$ cat config.mk
export PLATFORM = sky130hd
export DESIGN_NAME = qoa_slice_sequencer
export DESIGN_NICKNAME = d
export VERILOG_FILES = /design/src/rtl/qoa_slice_sequencer.sv
export SDC_FILE = /design/constraint.sdc
export NUM_CORES = 1
export LEC_CHECK = 0
export ABC_AREA = 1
export ABC_CLOCK_PERIOD_IN_PS = 4550
export CAP_MARGIN = 10
export CORE_MARGIN = 2
export CORE_UTILIZATION = 35
export CTS_CLUSTER_DIAMETER = 40
export DETAILED_ROUTE_END_ITERATION = 8
export GPL_TIMING_DRIVEN = 0
export HOLD_SLACK_MARGIN = 0.05
export MAX_ROUTING_LAYER = met4
export PLACE_DENSITY = 0.54
export SYNTH_ARGS = -nofsm -noshare
export SYNTH_HDL_FRONTEND = slang
export SYNTH_SLANG_ARGS = --single-unit
$ cat constraint.sdc
create_clock -name sys_clk -period 4.55 [get_ports sys_clk]
set_clock_uncertainty 0.05 [all_clocks]
set_input_delay 0.91 -clock sys_clk [delete_from_list [all_inputs] [get_ports sys_clk]]
set_output_delay 0.91 -clock sys_clk [all_outputs]
set_load 0.05 [all_outputs]
$ cat src/rtl/qoa_slice_sequencer.sv
// Sequences the QOA decoder core one 64-bit slice at a time and buffers decoded samples.
// Optional LMS state loading is compiled in when QOA_LMS_LOAD_EN is defined.
//
// state       | meaning
// COLLECT     | accept slice (or LMS) bytes, in_ready high
// RESID       | wait for FIFO room, then pulse the sample command
// WAIT        | idle DEC_LATENCY cycles while the core decodes
// TXCMD       | pulse 0x80 to request the sample
// GAP_HI      | capture sample high byte from dec_rx
// TXLO        | pulse 0x00 for the low byte
// GAP_LO      | capture sample low byte from dec_rx
// TXEND       | pulse 0x00 to return the core to its wait state
// PUSH        | write sample to FIFO, advance residual index
// LCMD..LGAP2 | LMS entry burst: select, high, low pulses each with a gap
module qoa_slice_sequencer #(
    parameter int DEC_LATENCY = 80,
    parameter int FIFO_DEPTH  = 4
) (
    input  logic        sys_clk,
    input  logic        sys_rst,
    input  logic [7:0]  in_data,
    input  logic        in_valid,
    output logic        in_ready,
    input  logic        in_lms,
    output logic [7:0]  dec_byte,
    output logic        dec_rdy,
    input  logic [7:0]  dec_rx,
    output logic [15:0] out_sample,
    output logic        out_valid,
    input  logic        out_ready,
    output logic        busy,
    output logic        slice_done
);
    localparam int AW = (FIFO_DEPTH > 1) ? $clog2(FIFO_DEPTH) : 1;
    localparam int CW = AW + 1;
    localparam int WW = (DEC_LATENCY > 1) ? $clog2(DEC_LATENCY + 1) : 1;
    localparam logic [CW-1:0] FIFO_FULL = CW'(FIFO_DEPTH);
    localparam logic [WW-1:0] WAIT_LOAD = WW'(DEC_LATENCY);

    typedef enum logic [3:0] {
        S_COLLECT,
        S_RESID,
        S_WAIT,
        S_TXCMD,
        S_GAP_HI,
        S_TXLO,
        S_GAP_LO,
        S_TXEND,
        S_PUSH,
        S_LCMD,
        S_LGAP0,
        S_LHI,
        S_LGAP1,
        S_LLO,
        S_LGAP2
    } state_t;

    state_t         state_q, state_d;
    logic [63:0]    slice_q, slice_d;
    logic [3:0]     byte_cnt_q, byte_cnt_d;
    logic [4:0]     idx_q, idx_d;
    logic [WW-1:0]  wait_q, wait_d;
    logic [7:0]     hi_q, hi_d;
    logic [7:0]     lo_q, lo_d;
    logic           slice_done_q, slice_done_d;
    logic           fifo_push;
    logic           fifo_pop;
    logic [2:0]     resid;

    logic [15:0]    mem_q [FIFO_DEPTH];
    logic [AW-1:0]  wptr_q, rptr_q;
    logic [CW-1:0]  count_q;

`ifdef QOA_LMS_LOAD_EN
    logic           lms_q, lms_d;
    logic [2:0]     lms_k_q, lms_k_d;
`else
    logic           unused_lms;
    assign unused_lms = in_lms;
`endif

    // Residual i sits at slice[59-3i -: 3]; shift it down to bit 0.
    assign resid = 3'(slice_q >> (7'd57 - 7'(3 * idx_q)));

    always_comb begin
        state_d      = state_q;
        slice_d      = slice_q;
        byte_cnt_d   = byte_cnt_q;
        idx_d        = idx_q;
        wait_d       = wait_q;
        hi_d         = hi_q;
        lo_d         = lo_q;
        slice_done_d = 1'b0;
        fifo_push    = 1'b0;
        in_ready     = 1'b0;
        dec_rdy      = 1'b0;
        dec_byte     = 8'h00;
`ifdef QOA_LMS_LOAD_EN
        lms_d        = lms_q;
        lms_k_d      = lms_k_q;
`endif
        case (state_q)
            S_COLLECT: begin
                in_ready = 1'b1;
                if (in_valid) begin
                    slice_d    = {slice_q[55:0], in_data};
                    byte_cnt_d = byte_cnt_q + 4'd1;
`ifdef QOA_LMS_LOAD_EN
                    if (lms_q || (in_lms && byte_cnt_q == 4'd0)) begin
                        lms_d = 1'b1;
                        if (byte_cnt_q[0]) state_d = S_LCMD;
                    end else if (byte_cnt_q == 4'd7) begin
                        state_d = S_RESID;
                        idx_d   = 5'd0;
                    end
`else
                    if (byte_cnt_q == 4'd7) begin
                        state_d = S_RESID;
                        idx_d   = 5'd0;
                    end
`endif
                end
            end
            S_RESID: begin
                if (count_q != FIFO_FULL) begin
                    dec_rdy  = 1'b1;
                    dec_byte = {slice_q[63:60], resid, 1'b1};
                    wait_d   = WAIT_LOAD;
                    state_d  = S_WAIT;
                end
            end
            S_WAIT: begin
                wait_d = wait_q - WW'(1);
                if (wait_q == WW'(1)) state_d = S_TXCMD;
            end
            S_TXCMD: begin
                dec_rdy  = 1'b1;
                dec_byte = 8'h80;
                state_d  = S_GAP_HI;
            end
            S_GAP_HI: begin
                hi_d    = dec_rx;
                state_d = S_TXLO;
            end
            S_TXLO: begin
                dec_rdy = 1'b1;
                state_d = S_GAP_LO;
            end
            S_GAP_LO: begin
                lo_d    = dec_rx;
                state_d = S_TXEND;
            end
            S_TXEND: begin
                dec_rdy = 1'b1;
                state_d = S_PUSH;
            end
            S_PUSH: begin
                fifo_push = 1'b1;
                if (idx_q == 5'd19) begin
                    idx_d        = 5'd0;
                    slice_done_d = 1'b1;
                    byte_cnt_d   = 4'd0;
                    state_d      = S_COLLECT;
                end else begin
                    idx_d   = idx_q + 5'd1;
                    state_d = S_RESID;
                end
            end
`ifdef QOA_LMS_LOAD_EN
            S_LCMD: begin
                dec_rdy  = 1'b1;
                dec_byte = {4'b0000, lms_k_q[1:0], lms_k_q[2], 1'b0};
                state_d  = S_LGAP0;
            end
            S_LGAP0: state_d = S_LHI;
            S_LHI: begin
                dec_rdy  = 1'b1;
                dec_byte = slice_q[15:8];
                state_d  = S_LGAP1;
            end
            S_LGAP1: state_d = S_LLO;
            S_LLO: begin
                dec_rdy  = 1'b1;
                dec_byte = slice_q[7:0];
                state_d  = S_LGAP2;
            end
            S_LGAP2: begin
                lms_k_d = lms_k_q + 3'd1;
                state_d = S_COLLECT;
                if (lms_k_q == 3'd7) begin
                    lms_d      = 1'b0;
                    byte_cnt_d = 4'd0;
                end
            end
`endif
            default: state_d = S_COLLECT;
        endcase
    end

    always_ff @(posedge sys_clk) begin
        if (sys_rst) begin
            state_q      <= S_COLLECT;
            slice_q      <= '0;
            byte_cnt_q   <= '0;
            idx_q        <= '0;
            wait_q       <= '0;
            hi_q         <= '0;
            lo_q         <= '0;
            slice_done_q <= 1'b0;
`ifdef QOA_LMS_LOAD_EN
            lms_q        <= 1'b0;
            lms_k_q      <= '0;
`endif
        end else begin
            state_q      <= state_d;
            slice_q      <= slice_d;
            byte_cnt_q   <= byte_cnt_d;
            idx_q        <= idx_d;
            wait_q       <= wait_d;
            hi_q         <= hi_d;
            lo_q         <= lo_d;
            slice_done_q <= slice_done_d;
`ifdef QOA_LMS_LOAD_EN
            lms_q        <= lms_d;
            lms_k_q      <= lms_k_d;
`endif
        end
    end

    // Push only happens after RESID saw free space, so push+pop never meet a full FIFO.
    assign out_valid = (count_q != '0);
    assign fifo_pop  = out_valid && out_ready;

    always_ff @(posedge sys_clk) begin
        if (sys_rst) begin
            for (int i = 0; i < FIFO_DEPTH; i++) mem_q[i] <= '0;
            wptr_q  <= '0;
            rptr_q  <= '0;
            count_q <= '0;
        end else begin
            if (fifo_push) begin
                mem_q[wptr_q] <= {hi_q, lo_q};
                wptr_q        <= wptr_q + AW'(1);
            end
            if (fifo_pop) rptr_q <= rptr_q + AW'(1);
            case ({fifo_push, fifo_pop})
                2'b10:   count_q <= count_q + CW'(1);
                2'b01:   count_q <= count_q - CW'(1);
                default: count_q <= count_q;
            endcase
        end
    end

    assign out_sample = mem_q[rptr_q];
    assign busy       = (state_q != S_COLLECT) || (byte_cnt_q != 4'd0);
    assign slice_done = slice_done_q;

endmodule

==> flow_summary.toml <==
[outcome]
status = "finished, final reports clean"

[drt]
remaining_drc_errors = 0
wirelength_um = 28100
drtPass1Iterations = 6
avgRoutedWirePerCell_um = 17.6
vias = 8352
vias_per_cell = 5.21
drt-initial-drc-count = 794
ant_nets = 0

[cts]
cts_buffer_depth = 2
insertion_delay_ns = 0.43
post-cts-setup-buffers = 0
cts_tree = "built"
htree_levels = 4
cts.sinks = 174
holdBufCountCts = 0
clk_pin_slew_ns = 0.07
clockRootBuffer = "clkbuf_16"
cts_buffers = 17

[floorplan]
core_mm2 = 0.0251
ioPinCount = 50
start_util = 0.355
dieArea_mm2 = 0.0268
rows = 58
fp.dieW_um = 164
die_h_um = 164

[setup_path]
arrival_ns = 3.33
endpoint = "dec_byte[2]"
critPathRequiredTime_ns = 3.59
r2r-start = "state_q[0]"
worstSetupStartpointType = "flop"
critical_path_class = "reg2out"
r2r_slack_ns = 2.03
critPathMaxFanout = 10
crit_chain = "inv_1 -> ha_1 -> inv_1 -> fa_1 -> inv_1 -> clkbuf_2 -> nand3_1 -> nand3_1 -> nand3_1 -> nand3_1 -> nand2_1 -> nor2_1 -> clkbuf_2"
worst_path_most_repeated_cell = "nand3_1"
cp-startpoint = "idx_q[2]"
critPathMaxStageDelay_ns = 0.60
end_kind = "primary output"
worstReg2RegEnd = "mem_q[0][0]"
rr_worst_depth = 10
crit_path_top_delay_cell = "fa_1"

[cells_and_area]
area.growth.synth_to_final_pct = 17.5
fill_cells = 2619
regArea_mm2 = 0.00412
fin_cells = 1602
mostFrequentLayoutCell = "nand2_1"
drive_gt1_frac = 0.0833
num_antenna_cells = 0
layout_common_cells = "287 x nand2_1, 119 x nand3_1, 117 x a21oi_1"
multi_input_area_mm2 = 0.00410
nets = 1299

[timing]
layout_min_cycle_time_ns = 4.29
finalHoldViolations = 0
fin_crit_sh = 0.943
rsz0062_at_grt = "no"
clock.fmax_ghz = 0.233
slew-limit-headroom = 0.453
fin_ws_ns = 0.257
worst_pin_slew_ns = 0.819
fin_setup_tns_ns = 0
setup_violations = 0
drv_slew = 0

[global_route]
antenna_found_initial = 0
grt_start_max_net_pins = 20
grt_pass1_wl_um = 43800
grt_pass1_vias = 7880
grt_use_total = 0.220
overflow = 0

[yosys]
yosysSeqAreaShare = 0.462
synthCells = 1189
synth_area_mm2 = 0.00892
yosysWarnings = 0
synth-seq-cells = 174
synth_nets = 1229
synthDistinctLibCells = 39
syn_avg_cell_area_um2 = 7.50

[placement]
dpl.cell_count = 1570
gp_congestion = 0.918
portBuffers = 48
place_hpwl_um = 20300
pre_cts_slack_ns = -0.0183

[hold_path]
hold_class = "reg2reg"
min_from = "count_q[0]"

[power_and_ir_drop]
p_per_area_mw_per_mm2 = 545
p_total_w = 0.00571
p_leak_nw = 3.81
vdd_drop_max_uv = 285

[run]
drv_cap = 0
==> per-stage QoR <==
| stage | area (um2) | utilization | hold WS, ns |
|---|---|---|---|
| after global placement | 9810 | 0.391 | 0.403 |
| after CTS | 10500 | 0.418 | 0.424 |
| after global routing | 10500 | 0.417 | 0.450 |
| after detailed placement | 9870 | 0.393 | 0.417 |
| final | 10500 | 0.417 | 0.423 |
| after floorplan | 8920 | - | 0.386 |
==> cell usage after synthesis, drive strengths merged <==
master	number	share of area
nand2	290	0.12
or2	1	0.00070
a22oi	1	0.00084
buf	31	0.020
o22ai	16	0.011
nor3	16	0.011
dfxtp	110	0.25
clkinv	2	0.00084
nand3	119	0.067
a311oi	1	0.00098
xor2	3	0.0029
a21oi	117	0.066
ha	17	0.024
fa	2	0.0045
nand3b	1	0.00084
o21ai	116	0.066
nor2	122	0.064
a211oi	1	0.00084
o21bai	2	0.0017
o22a	1	0.00098
o21a	1	0.00084
edfxtp	64	0.22
clkbuf	38	0.016
inv	105	0.044
o31ai	2	0.0017
o211ai	1	0.00084
nand4	6	0.0042
nor3b	3	0.0025
==> cell families (layout without fill, tap and decap cells) <==
group                      count (synthesis)  after routing  share of synthesized area
AOI/OAI and AO/OA                        259            259                      0.152
xor gates and xnor gates                   3              3                    0.00295
adders and majority gates                 19             19                     0.0283
buffers and inverters                    176            259                     0.0807
DFF                                      174            174                      0.462
and+or+nand+nor                          558            558                      0.274
==> routing by layer <==
metal,routed length (um),up-vias,track usage
met5,0,-,-
met4,801,0,0.0809
met3,1300,49,0.0256
met2,13200,259,0.354
met1,12800,3956,0.287
li1,-,4088,-
==> worst max-delay path: cells and delay by family (launching register included) <==
family / cells / cell delay, ns
fa+ha+maj: 2 / 0.91
buf+inv: 5 / 0.94
flops: 1 / 0.44
simple gates: 6 / 0.62
==> what timing repair did <==
item                       4_1_cts  5_1_grt
setup endpoints to repair        3        3
hold endpoints to repair         0        0
resized for setup                9        6
pin swaps                        0        0
==> power by group <==
part | internal, W | switching, W | total, W
sequential | 0.00176 | 0.000137 | 0.00190
combinational | 0.000683 | 0.00162 | 0.00231
clock | 0.000794 | 0.000713 | 0.00151
==> worst min-delay path by stage <==
stage	slack (ns)	cells past startpoint	endpoint
global route	0.45	2	wait_q[1]
finish	0.42	1	count_q[0]
CTS	0.42	2	flop
global placement	0.40	2	rptr_q[1]
detailed placement	0.42	2	flop
floorplan	0.39	2	flop
==> final cells by class <==
cell class / count / area share
repair buffers: 51 / 0.0484
clock inverters: 15 / 0.0172
well taps: 330 / 0.0394
clock buffers: 17 / 0.0406
plain buffers: 69 / 0.0309
inverters: 107 / 0.0383
flip-flops and latches: 174 / 0.394
multi-input cells: 839 / 0.392
==> state kept, by name, summed over array words and instances, names as in the netlist, 3 cells and up, named ones only <==
signal,count
byte_cnt_q,4
count_q,3
hi_q,8
idx_q,5
lo_q,8
mem_q,64
slice_q,64
state_q,4
wait_q,7
Note: power is estimated with default switching activity, not from simulation.
